### src/rtl/i2c_sensor_poller.sv
`default_nettype none
// ============================================================================
// Module      : i2c_sensor_poller
// Description : Periodic register-read sequencer in front of an I2C master.
//               On each poll tick it reads NUM_BYTES consecutive registers
//               (pointer write + single-byte read per byte), assembles them
//               into a sample word (byte 0 in the MSBs) and emits a one-cycle
//               valid pulse. NAK, master error or a hung transaction abort
//               the sample with an error pulse, a saturating error count and
//               a master reset request.
// Revision    : 1.0 - initial release
// ============================================================================
module i2c_sensor_poller #(
    parameter int          POLL_CYCLES    = 5_000_000,
    parameter logic [6:0]  SLAVE_ADDR     = 7'h68,
    parameter logic [7:0]  REG_BASE       = 8'h3B,
    parameter int          NUM_BYTES      = 6,
    parameter int          TIMEOUT_CYCLES = 100_000
) (
    input  logic                   clk,
    input  logic                   rst,
    input  logic                   enable,
    input  logic                   i2c_busy,
    input  logic                   i2c_done,
    input  logic                   i2c_error,
    input  logic [7:0]             i2c_data_out,
    output logic                   start_cmd,
    output logic [6:0]             slave_addr,
    output logic                   rw_bit,
    output logic [7:0]             data_in,
    output logic                   last_byte,
    output logic                   i2c_rst_req,
    output logic [8*NUM_BYTES-1:0] sample_data,
    output logic                   sample_valid,
    output logic                   sample_error,
    output logic [7:0]             err_count
);

    localparam logic [31:0] c_POLL_LAST = 32'(POLL_CYCLES - 1);
    localparam logic [31:0] c_TIMEOUT   = 32'(TIMEOUT_CYCLES);
    localparam logic [3:0]  c_LAST_IDX  = 4'(NUM_BYTES - 1);

    localparam logic [3:0] c_IDLE     = 4'd0;
    localparam logic [3:0] c_WR_START = 4'd1;
    localparam logic [3:0] c_WR_ACK   = 4'd2;
    localparam logic [3:0] c_WR_WAIT  = 4'd3;
    localparam logic [3:0] c_RD_START = 4'd4;
    localparam logic [3:0] c_RD_ACK   = 4'd5;
    localparam logic [3:0] c_RD_WAIT  = 4'd6;
    localparam logic [3:0] c_DONE     = 4'd7;
    localparam logic [3:0] c_FAIL     = 4'd8;

    logic [3:0]             r_state;
    logic [3:0]             r_idx;
    logic [31:0]            r_poll_cnt;
    logic [31:0]            r_txn_timer;
    logic                   r_start_cmd;
    logic                   r_rw_bit;
    logic [7:0]             r_data_in;
    logic                   r_rst_req;
    logic [8*NUM_BYTES-1:0] r_shadow;
    logic [8*NUM_BYTES-1:0] r_sample_data;
    logic                   r_sample_valid;
    logic                   r_sample_error;
    logic [7:0]             r_err_count;

    logic                   w_tick;
    logic                   w_complete;
    logic [8*NUM_BYTES-1:0] w_shadow_upd;

    // A transaction is finished once busy has dropped and done is reported.
    assign w_complete = !i2c_busy && i2c_done;
    assign w_tick     = enable && (r_poll_cnt == c_POLL_LAST);

    // Shadow word with the freshly read byte merged in at position r_idx.
    always_comb begin
        w_shadow_upd = r_shadow;
        for (int i = 0; i < NUM_BYTES; i++) begin
            if (r_idx == 4'(i)) begin
                w_shadow_upd[(NUM_BYTES-1-i)*8 +: 8] = i2c_data_out;
            end
        end
    end

    // Free-running poll timer; held at zero while polling is disabled.
    always_ff @(posedge clk) begin
        if (rst || !enable || w_tick) begin
            r_poll_cnt <= '0;
        end else begin
            r_poll_cnt <= r_poll_cnt + 32'd1;
        end
    end

    // Sequencer: pointer write / byte read per register, then publish or abort.
    always_ff @(posedge clk) begin
        if (rst) begin
            r_state        <= c_IDLE;
            r_idx          <= '0;
            r_txn_timer    <= '0;
            r_start_cmd    <= 1'b0;
            r_rw_bit       <= 1'b0;
            r_data_in      <= REG_BASE;
            r_rst_req      <= 1'b0;
            r_shadow       <= '0;
            r_sample_data  <= '0;
            r_sample_valid <= 1'b0;
            r_sample_error <= 1'b0;
            r_err_count    <= '0;
        end else begin
            r_start_cmd    <= 1'b0;
            r_sample_valid <= 1'b0;
            r_sample_error <= 1'b0;
            r_rst_req      <= 1'b0;
            case (r_state)
                c_IDLE: begin
                    // Ticks outside IDLE are simply never seen here.
                    if (w_tick) begin
                        r_idx   <= '0;
                        r_state <= c_WR_START;
                    end
                end
                c_WR_START: begin
                    r_start_cmd <= 1'b1;
                    r_rw_bit    <= 1'b0;
                    r_data_in   <= REG_BASE + {4'b0000, r_idx};
                    r_txn_timer <= '0;
                    r_state     <= c_WR_ACK;
                end
                c_RD_START: begin
                    // data_in keeps the pointer; the master ignores it on reads.
                    r_start_cmd <= 1'b1;
                    r_rw_bit    <= 1'b1;
                    r_txn_timer <= '0;
                    r_state     <= c_RD_ACK;
                end
                c_WR_ACK, c_WR_WAIT, c_RD_ACK, c_RD_WAIT: begin
                    // Error is checked first so it wins over a same-cycle completion.
                    if (i2c_error || (r_txn_timer == c_TIMEOUT)) begin
                        r_state        <= c_FAIL;
                        r_sample_error <= 1'b1;
                        r_rst_req      <= 1'b1;
                        if (r_err_count != 8'hFF) begin
                            r_err_count <= r_err_count + 8'd1;
                        end
                    end else begin
                        r_txn_timer <= r_txn_timer + 32'd1;
                        case (r_state)
                            // ACK states only look at busy, masking a stale done.
                            c_WR_ACK: if (i2c_busy) r_state <= c_WR_WAIT;
                            c_WR_WAIT: if (w_complete) r_state <= c_RD_START;
                            c_RD_ACK: if (i2c_busy) r_state <= c_RD_WAIT;
                            default: begin
                                if (w_complete) begin
                                    r_shadow <= w_shadow_upd;
                                    if (r_idx == c_LAST_IDX) begin
                                        r_sample_data  <= w_shadow_upd;
                                        r_sample_valid <= 1'b1;
                                        r_state        <= c_DONE;
                                    end else begin
                                        r_idx   <= r_idx + 4'd1;
                                        r_state <= c_WR_START;
                                    end
                                end
                            end
                        endcase
                    end
                end
                c_DONE:  r_state <= c_IDLE;
                c_FAIL:  r_state <= c_IDLE;
                default: r_state <= c_IDLE;
            endcase
        end
    end

    assign start_cmd    = r_start_cmd;
    assign slave_addr   = SLAVE_ADDR;
    assign rw_bit       = r_rw_bit;
    assign data_in      = r_data_in;
    assign last_byte    = 1'b1;
    assign i2c_rst_req  = r_rst_req;
    assign sample_data  = r_sample_data;
    assign sample_valid = r_sample_valid;
    assign sample_error = r_sample_error;
    assign err_count    = r_err_count;

endmodule
`default_nettype wire

### config.mk
export PLATFORM = sky130hd
export DESIGN_NAME = i2c_sensor_poller
export DESIGN_NICKNAME = d
export VERILOG_FILES = /design/src/rtl/i2c_sensor_poller.sv
export SDC_FILE = /design/constraint.sdc
export NUM_CORES = 1
export LEC_CHECK = 0
export BUFFER_PORTS_ARGS = -buffer_cell sky130_fd_sc_hd__buf_2
export CORE_ASPECT_RATIO = 1.75
export CORE_MARGIN = 5
export CORE_UTILIZATION = 58
export DETAILED_ROUTE_END_ITERATION = 12
export PLACE_DENSITY = 0.8
export SYNTH_ARGS = -nofsm -noshare
export SYNTH_HDL_FRONTEND = slang
export SYNTH_SLANG_ARGS = --single-unit
### constraint.sdc
create_clock -name clk -period 3.4 [get_ports clk]
set_input_delay 0.51 -clock clk [delete_from_list [all_inputs] [get_ports clk]]
set_output_delay 0.51 -clock clk [all_outputs]
set_load 0.02 [all_outputs]
==> results summary, run 1 <==
The post-synthesis instance total is 890. Walking the worst path, the cells encountered are or4b_4 -> nor4_4 -> a21o_1 -> or4_1 -> mux2i_1 -> nor2_1. TritonCTS created 17 clock buffers. In the global route stage, overall resource usage came out at 0.217. The starting DRC count in detailed routing is ~330. For the pin with the worst max-slew slack, the measured transition is 1.00 ns. The startpoint type of the worst setup path is a flip-flop.

The average instance in the mapped netlist occupies about 9 µm². The die outline width is a little under 100 µm. The standard-cell row count is 56. For the worst setup path, the data required time is around 3.7 ns.

The number of buffer and inverter instances along the worst setup path is 0. The highest achievable clock rate is between 300 and 400 MHz. The fraction of layout cells with a size suffix above 1 is 0.144. The number of optimization iterations in the first detailed-route pass came out at 6. The share of total power dissipated in combinational logic is 0.024.

The largest clock skew in the final design came out at ~0.012 ns. From synthesis to final layout, the design area changed by 11.6%. The number of gates resized after CTS was 0. The tightest min-delay check is of the flip-flop to flip-flop type. The maximum number of pins on one net before global-route repair is slightly below 70. The post-route minimum period came out at 2.69 ns. The area taken by flip-flops and latches is ~3600 µm².

The via-per-instance ratio came out at approximately 5.7. The number of top-level pins came out at 91. The global-route wire length before repair is roughly 29000 µm.

The initial antenna violation count was 0. The CTS tree is done. The share of the cycle needed by the critical path after routing came out at 0.791. The sort of element at the end of the critical path is a flip-flop. The total inserted antenna cells came out at 0. Detailed routing inserted a total of 6367 vias.

The run finished with clean final reports. Setup repair after global routing left no endpoint under its margin. The overflow left after global routing came out at 0.

For this design, the sink count on the clock tree is between 150 and 200. The switching power is just under 1 mW. The static power due to leakage is approximately 3.7 nW. The tool flagged a number of max-cap violations equal to 0. The share of total power in the clock network is 0.460. The count of final max-slew check failures was 0.

After synthesis, the most frequently instantiated cells are 179 x dfxtp_1, 166 x nor2_1, 83 x mux2i_1. The internal power of the cells totals a little over 3 mW. The class of the most critical setup path is flip-flop to flip-flop.

Summing internal, switching and leakage power gives 4.06 mW. The fraction of post-synthesis cell area in the top cell type by area is 0.448. The fill cell instance count of the final layout is around 1100. The yosys synthesis warning count is 0. Detailed placement finished with a half-perimeter wire length of around 12000 µm. The number of distinct library cells after synthesis came out at 54. In this run the post-CTS setup repair buffer count came out at 0. The async set-reset flop share out of synthesis came out at 0. The share of total power in sequential cells came out at 0.516.

The multi-input logic area is ~4100 µm². The number of endpoints with negative hold slack in the final report came out at 0. The root buffer cell chosen for the clock tree is clkbuf_16. The effective utilization at floorplan is 0.594. The count of port buffers added during placement came out at 81. The remaining max-slew budget at the tightest pin is 0.328.

After detailed routing, the average wire length per cell comes to roughly 16 µm. The total negative setup slack is 0 ns. The die area came out at ~16000 µm². The detailed-route wire length came out at ~18000 µm. The post-synthesis instance area is between 7000 and 8000 µm². The routability-driven placement congestion ratio is roughly 0.9.

The worst-path maximum fanout is 12. Of the total power, the share spent switching nets is 0.241. The DRC violation count after routing is 0.

The height of the die is between 150 and 200 µm. The cell family contributing the most delay on the critical path is simple AND/OR/NAND/NOR gates. For this run, the post-layout net count is approximately 950. The post-cts hold buffer count is 0. Power spread over the standard cell area amounts to approximately 460 nW/µm². The number of H-tree levels came out at 4. The count of endpoints failing setup in the final report came out at 0. The most numerous cell in the Yosys netlist is dfxtp_1. The worst voltage drop across the vdd grid is about 0.32 mV. The sequential cell area fraction in the yosys report is 0.448.

The count of flip-flops with a built-in enable after synthesis is 0. Counting flops and latches in the post-synthesis netlist gives around 180. The biggest area consumer among synthesized cells is dfxtp_1.

Data arrives at the worst endpoint at approximately 3.0 ns. In this run the standard cell core region covers 13500 µm². The number of global-route vias before repair came out at ~6000. The flip-flop cell with the highest count after synthesis is dfxtp_1.

The maximum buffer depth of the clock tree is 2. The delay contributed by the slowest stage of the critical path came out at roughly 0.56 ns. In this run the remaining antenna-violating nets after routing total 0.

After clock tree synthesis, the clock-pin slew on the worst setup and hold paths is roughly 0.08 ns. The slowest stage of the critical path is the or4b_4 cell. By area the synthesized netlist is led by dfxtp_1 45%, mux2i_1 10%, nor2_1 7.8%, xor2_1 3.9%, a211oi_1 3.8%. The clock latency of the later-clocked register in the worst-skew pair is around 0.43 ns.
## area by class of cell
class                      instances  area share
inverter                          13     0.00547
multi-input combinational        632       0.455
sequential                       179       0.401
tap                              174      0.0244
clock buffer                      17      0.0477
timing repair buffer              88      0.0516
clock inverter                    14      0.0150
## power groups by stage
| stage | Sequential, mW | Clock, mW | Combinational, mW |
|---|---|---|---|
| floorplan | 2.15 | 0 | 0.0752 |
| global placement | 2.15 | 0 | 0.0957 |
| detailed placement | 2.15 | 0 | 0.0955 |
| CTS | 2.10 | 1.89 | 0.0956 |
| global route | 2.10 | 1.98 | 0.104 |
| finish | 2.10 | 1.87 | 0.0970 |
## layer usage
metal  GRT usage  vias to the layer above  wire length [µm]
met1       0.244                     3069              7070
met3      0.0412                       26               635
li1            -                     3140                 -
met2       0.400                      132              9560
met4      0.0833                        0               407
met5           0                        -                 0
## worst register-to-register path, stage by stage (launching register included)
cell and delay [ns]:
dfxtp_1 0.36, or4b_4 0.56, nor4_4 0.34, a21o_1 0.45, or4_1 0.50, mux2i_1 0.28, nor2_1 0.06
## logic make-up after synthesis
family | count (synthesis) | synth area share
AOI/OAI and AO/OA | 105 | 0.0889
xor gates and xnor gates | 61 | 0.0668
adders and majority gates | 8 | 0.0125
buffers and inverters | 86 | 0.0490
DFF | 179 | 0.448
muxes | 83 | 0.104
other | 2 | 0.000939
and+or+nand+nor | 366 | 0.230
## per-stage QoR
step / std cells / setup slack, ns / util / instance area (µm²) / hold WS, ns
after detailed placement: 1086 / 0.757 / 0.622 / 8370 / 0.449
after global routing: 1117 / 0.503 / 0.664 / 8930 / 0.466
after floorplan: 897 / 1.19 / - / 8020 / 0.438
after global placement: 1086 / 0.819 / 0.622 / 8370 / 0.444
after CTS: 1117 / 0.721 / 0.664 / 8930 / 0.456
final: 1117 / 0.710 / 0.664 / 8930 / 0.461
## layout by cell type, fill, tap and decap left out, drive strengths merged, types with 4 or more instances in the layout
cell type,n
a21oi,31
nand4,24
mux2i,83
clkbuf,17
xor2,36
nand3,33
dfxtp,179
nor2,166
and3,11
xnor2,25
or4,5
nor4,12
nand2,50
and4,6
buf,88
nand3b,4
a211oi,40
nor3,19
nor2b,4
o21ai,12
and2,8
nor4b,4
inv,22
conb,9
or3,8
ha,8
## registers in the layout, summed over array words and instances (netlist names), 4 cells and up
name,count
r_shadow,40
sample_data,48
r_state,4
data_in,7
err_count,8
r_idx,4
r_txn_timer,32
r_poll_cnt,32
## final timing paths
kind                            cells after the start             end           start  slack (ns)
worst max-delay path                                6    r_shadow[10]  r_txn_timer[3]        0.71
worst min-delay path                                2  sample_data[7]  sample_data[7]        0.46
worst max register to register                      6    r_shadow[10]  r_txn_timer[3]        0.71
worst min register to register                      2  sample_data[7]  sample_data[7]        0.46
No activity file was read; power rests on OpenSTA's default activity.
==> run 2: changes to the inputs <==
==> constraint.sdc (replaced) <==
create_clock -name clk -period 2.54 [get_ports clk]
set_input_delay 0.381 -clock clk [delete_from_list [all_inputs] [get_ports clk]]
set_output_delay 0.381 -clock clk [all_outputs]
set_load 0.02 [all_outputs]
==> results summary, run 2 (synthesis results as in run 1) <==
The starting DRC count in detailed routing came out at 269. The startpoint identified for the worst register-to-register timing path is r_txn_timer[3]. The kind of path behind the tightest hold check is input port to flip-flop. The number of clock buffers added by TritonCTS is 17. The worst hold slack after final layout came out at about 0.31 ns. CTS placed an instance of clkbuf_16 at the clock tree root.

The number of endpoints with negative hold slack in the final report came out at 0. The worst-case IR drop observed on VDD is 0.438 mV. The count of endpoints failing setup in the final report came out at 0.

The global-route total usage across every layer is 0.217. The area growth from synthesis to layout is 13.7%. For this design the top-level I/O count stands at slightly above 90. During placement, the flow inserted port buffers numbering a little over 80. The most critical setup path has its startpoint at r_txn_timer[3]. The clock net in this run drives a total of approximately 180 sinks. The flow ran to the end, and the final reports show no timing, DRC or antenna violations. The count of final max-slew check failures is 0. After clock tree synthesis, the clock-pin slew on the worst setup and hold paths is roughly 0.080 ns. Static timing analysis puts the maximum clock frequency at between 400 and 500 MHz. The transition time at the pin with the least slew margin came out at between 0.6 and 0.7 ns. The critical path arrival is between 2 and 3 ns. The total inserted antenna cells came out at 0. The height of the die came out at around 170 µm.

The sort of element at the end of the critical path is a flip-flop. The total negative setup slack is 0 ns. The placed wire-length estimate came out at roughly 12000 µm. The startpoint type of the worst setup path is a flip-flop.

The number of optimization iterations in the first detailed-route pass came out at 4. The global-route wire length before repair came out at 29100 µm. The routability-driven placement congestion ratio is ~0.86. The die area came out at ~16000 µm². The post-detailed-route wirelength per cell came out at between 15 and 20 µm. The number of nets with antenna violations after routing came out at 0. The number of global-route vias before repair is 6249. The maximum number of pins on one net before global-route repair came out at 94. On the critical path, the stage with the largest delay is an instance of or4b_4. The class of the most critical setup path is flip-flop to flip-flop. The DRC violation count after routing came out at 0. Summed over all layers, the routed wires come to about 18000 µm. The fill cell instance count of the final layout came out at between 1000 and 1500.

In the final layout, the share of cells above drive strength 1 is 0.156. The initial antenna violation count came to 0. The static power due to leakage came out at 3.76 nW. Measured on the finished design, the core utilization comes to 0.676. The CTS tree is done.

The clock period could shrink to between 2 and 2.5 ns. The floorplan has 56 rows. The power density normalized to cell area came out at a little over 600 nW/µm². The number of maximum-capacitance constraint violations is 0.

The via-per-instance ratio came out at 5.68. The critical path goes through or4b_4 -> nor4_4 -> a21o_2 -> or4_1 -> buf_4 -> mux2i_1 -> nor2_1. The post-cts hold buffer count came out at 0. For this configuration, the core starts out at a cell density of 0.594.

The overflow left after global routing is 0. The library cell used most frequently in the layout, excluding fill and tap cells, is dfxtp_1. The largest clock skew in the final design is between 0.01 and 0.015 ns. Setup repair after global routing left no endpoint under its margin.

The number of H-tree levels is 4. Power comes to 5.52 mW. The die is between 90 and 100 µm wide. Leaving out fill and tap cells, the most frequent cells in the layout are 179 x dfxtp_1, 166 x nor2_1, 83 x mux2i_1. The delay contributed by the slowest stage of the critical path is between 0.5 and 0.6 ns. The detailed-route via count came out at about 6400. The longest clock path from root to sink contains 2 buffers. The register with the most flip-flops in the layout has between 40 and 50 of them. The floorplan core area came out at 13500 µm². The remaining max-slew budget at the tightest pin is 0.574. The clock latency of the later-clocked register in the worst-skew pair is 0.43 ns.

The post-cts sizing count came out at 0. The post-CTS setup buffer count is 0. The required time of the critical path came out at between 2 and 3 ns. The worst-path maximum fanout is 8. The number of nets in the layout came out at just under 1000.

The startpoint identified for the worst hold timing path is rst. Of the available clock period, the critical path in the final layout requires 0.956.
-- run 2: area by class of cell --
type | instances | area (µm²) | area share
multi-input combinational | 632 | 4070 | 0.447
sequential | 179 | 3580 | 0.394
timing repair buffer | 100 | 588 | 0.0647
clock buffer | 18 | 429 | 0.0472
tap | 174 | 218 | 0.0239
clock inverter | 14 | 160 | 0.0176
inverter | 13 | 48.8 | 0.00537
-- run 2: power by group --
group	switching [mW]	internal, mW	total (mW)
combinational	0.108	0.0270	0.135
clock	1.24	1.33	2.57
sequential	0.00168	2.81	2.81
-- run 2: final timing paths --
kind,slack (ns),cells past startpoint,endpoint
hold / removal,0.31,2,err_count[1]
hold reg to reg,0.45,2,sample_data[6]
setup / recovery,0.11,7,r_shadow[10]
setup reg to reg,0.11,7,r_shadow[10]
-- run 2: per-layer routing --
layer  wire length [µm]  global-route usage  part of all wire
met5                  0                   0                 0
met4                458              0.0889             0.025
met3                747              0.0462             0.041
met2               9920               0.406              0.55
met1               7050               0.232              0.39
-- run 2: through the flow --
stage          instances  instance area [µm²]  setup WS [ns]
3_3_place_gp        1096                 8470          0.177
6_report            1130                 9090          0.113
5_1_grt             1130                 9090         0.0119
4_1_cts             1128                 9060         0.0775
3_5_place_dp        1096                 8470          0.111
2_1_floorplan        897                 8020          0.328
-- run 2: worst max-delay path, delay by kind of cell, from the launching register on --
kind	cells	cell delay, ns
DFF	1	0.38
and+or+nand+nor	4	1.18
muxes	1	0.25
AOI/OAI and AO/OA	1	0.30
buffers and inverters	1	0.18
==> run 3: changes to the inputs <==
--- a/config.mk
+++ b/config.mk
@@ -5,6 +5,7 @@
 export SDC_FILE = /design/constraint.sdc
 export NUM_CORES = 1
 export LEC_CHECK = 0
+export ABC_AREA = 1
 export BUFFER_PORTS_ARGS = -buffer_cell sky130_fd_sc_hd__buf_2
 export CORE_ASPECT_RATIO = 1.75
 export CORE_MARGIN = 5
==> results summary, run 3 <==
Leaving out fill and tap cells, the most frequent cell in the layout is nand2_1. The cell count after placement is roughly 1600. The critical path arrival is 2.48 ns. The flow ran to the end, and the final reports show no timing, DRC or antenna violations.

The count of flip-flops with a built-in enable after synthesis came out at 0. Max-cap violations in this run came to 0. Summing all placed instances gives a cell area of ~9400 µm². The internal portion of the total power is between 4 and 5 mW. Of the cells placed in the final design, the portion with a size suffix greater than 1 is 0.106. The worst voltage drop across the vdd grid is 0.488 mV. The switching share of power is 0.354. The analysis attributes to cell leakage a power of a little over 4 nW. The worst setup slack after layout is between 0.4 and 0.5 ns.

Summing every instance area after synthesis gives ~8900 µm². The global-route wire length before repair came out at between 30000 and 40000 µm. The routability-driven placement congestion ratio came out at ~1. TritonCTS built the clock tree.

The register bit count reported by yosys came out at about 180. The number of global-route vias before repair came out at around 8400. The number of nets with antenna violations after routing is 0.

The signal on the critical path passes through inv_1 -> ha_1 -> inv_1 -> nor3_1 -> nand2_1 -> nor2_1 -> nand2_2 -> nand2_4 -> inv_4 -> nand4_4 -> nor2_4 -> buf_12 -> nand2_1 -> nand2_1. The routed length on met1 is roughly 9000 µm. The die area came out at around 18000 µm². After legalization and detailed placement, the total HPWL measured 17100 µm. The maximum number of pins on one net before global-route repair came out at 65. The flip-flop count of the largest register after layout came out at 48. Of all cell types, the one taking the most synthesized area is dfxtp_1. The combinational power share came out at 0.217. The maximum buffer depth of the clock tree came out at 2. For this configuration, the core starts out at a cell density of 0.587. Counting instances in the post-synthesis netlist gives the leading cell types as 440 x nand2_1, 179 x dfxtp_1, 147 x nor2_1.

Setup violations remaining at the end of the flow were counted as 0. The standard-cell row count is 60. Summed over all layers, the routed wires come to 24000 µm.

By area the synthesized netlist is led by dfxtp_1 40%, nand2_1 18%, nor2_1 6.2%, nand3_1 6.1%, a21oi_1 5.9%. Detailed routing placed a total of 12400 µm of wire on met2. The library cells used most frequently in the layout, excluding fill and tap cells, are 440 x nand2_1, 179 x dfxtp_1, 147 x nor2_1.

Among the stages of the critical path, the cell type that occurs most often is nand2_1. In the global route stage, overall resource usage came out at 0.261. For this run, the slowest stage of the critical path takes 0.44 ns.

The number of optimization iterations in the first detailed-route pass came out at 5. The largest clock skew in the final design is 0.0179 ns. In this run the clock root is driven by a clkbuf_16. The height of the die came out at 174 µm. The post-CTS setup buffer count came out at 0. During I/O placement, the number of pins put on the boundary was 91. The share of total power in the clock network came out at 0.362.

STA classifies the critical path endpoint as a flip-flop. The detailed-route via count came out at a little under 9000. The total power is 7.11 mW. The count of final max-slew check failures came out at 0.

The power density normalized to cell area is about 700 nW/µm². The clock transition at the registers of the reported paths is ~0.08 ns. Across the whole layout, storage elements account for around 3600 µm². Buffers inserted during clock tree synthesis total 17. The number of antenna diodes in the final layout is 0. The summed area of non-filler cells in the final layout is around 10000 µm². The share of the cycle needed by the critical path after routing came out at 0.831. For this run, asynchronously set or reset flops after synthesis account for 0.

The worst hold slack after final layout is about 0.15 ns. The post-detailed-route wirelength per cell came out at 14.8 µm. In this run the worst path has a maximum fanout of 46. Setup repair after global routing left no endpoint under its margin.

Of the post-synthesis cell area, the dominant cell type holds 0.401. Summed over all nets, the switching power comes to 2.52 mW. For the pin with the worst max-slew slack, the measured transition is about 0.75 ns. The number of standard cells in the final layout excluding fillers is ~1600. The number of H-tree levels came out at 4. The via-per-instance ratio is between 5 and 6. The DRC violation count after routing came out at 0.

The sequential cell area fraction in the yosys report came out at 0.401. The starting DRC count in detailed routing came out at roughly 460. The tightest min-delay check is of the input port to flip-flop type. The TritonCTS sink count is roughly 180. The overflow left after global routing is 0. The later pin in the worst-skew pair is clocked with a latency of roughly 0.44 ns. The fill cell instance count of the final layout came out at around 1400. The share of total power dissipated in sequential elements is 0.420. The layout overhead on the synthesized area is 11.9%. The final design utilization is 0.657. In the synthesized netlist the dominant register cell turns out to be dfxtp_1. Timing would allow up to between 400 and 500 MHz. The worst path needs about 2.1 ns of the cycle, external delays included. The required time of the critical path is a little under 3 ns. The highest signal layer in the routed design is met4.

The number of nets in the layout is approximately 1400. The remaining max-slew budget at the tightest pin came out at 0.497. For this run, the number of Yosys warnings is 0. The count of port buffers added during placement came out at 81. For this design, the slowest cell found on the critical path is dfxtp_1. The die outline width is 104 µm. The average instance in the mapped netlist occupies 6.58 µm².

The region available for standard cell placement spans 15200 µm². The initial antenna violation count is 0. After routing, the total negative slack on setup checks comes to 0 ns.

The post-cts sizing count is 0. The number of distinct library cells after synthesis came out at 36. The post-cts hold buffer count is 0. The worst setup path is launched from a flip-flop. The post-synthesis instance total came out at approximately 1400. The most numerous cell in the Yosys netlist is nand2_1. The routed design uses approximately 1300 µm of met3 wire. The setup slack after placement is 0.481 ns. The number of endpoints with negative hold slack in the final report came out at 0. The multi-input logic area came out at 4630 µm².

The class of the most critical setup path is flip-flop to flip-flop.
[run 3: area by class of cell]
class,instances,share of cell area
clock buffer,17,0.0425
clock inverter,14,0.0147
inverter,105,0.0396
multi-input combinational,1011,0.462
sequential,179,0.358
tap,186,0.0232
timing repair buffer,102,0.0600
[run 3: worst max-delay path, delay by kind of cell, from the launching register on]
family	cells	cell delay [ns]
flops	1	0.44
simple gates	9	0.80
fa+ha+maj	1	0.20
buf+inv	4	0.59
[run 3: logic make-up (layout without fill, tap and decap cells)]
kind of cell | Yosys count | after routing | synth area share
compound gates | 168 | 168 | 0.0965
xor+xnor | 26 | 26 | 0.0255
fa+ha+maj | 8 | 8 | 0.0112
buf+inv | 177 | 238 | 0.0854
flops | 179 | 179 | 0.401
other cells | 2 | 9 | 0.000839
simple gates | 800 | 800 | 0.380
[run 3: worst paths after layout]
check,startpoint,to,slack (ns),cells past startpoint
hold reg to reg,data_in[5],data_in[5],0.46,2
hold / removal,i2c_data_out[0],sample_data[0],0.15,3
setup / recovery,r_txn_timer[0],sample_data[16],0.43,14
setup reg to reg,r_txn_timer[0],sample_data[16],0.43,14
[run 3: layer usage]
layer	up-vias	track usage
met1	4039	0.290
met3	79	0.0479
met4	0	0.130
met5	-	0
met2	293	0.469
li1	4506	-
[run 3: power by group through the flow]
stage	Sequential [mW]	Combinational [mW]	Clock, mW
floorplan	3.10	1.08	0
global placement	3.05	1.52	0
detailed placement	3.05	1.53	0
CTS	2.99	1.54	2.59
global route	3.00	1.72	2.73
finish	2.99	1.55	2.58
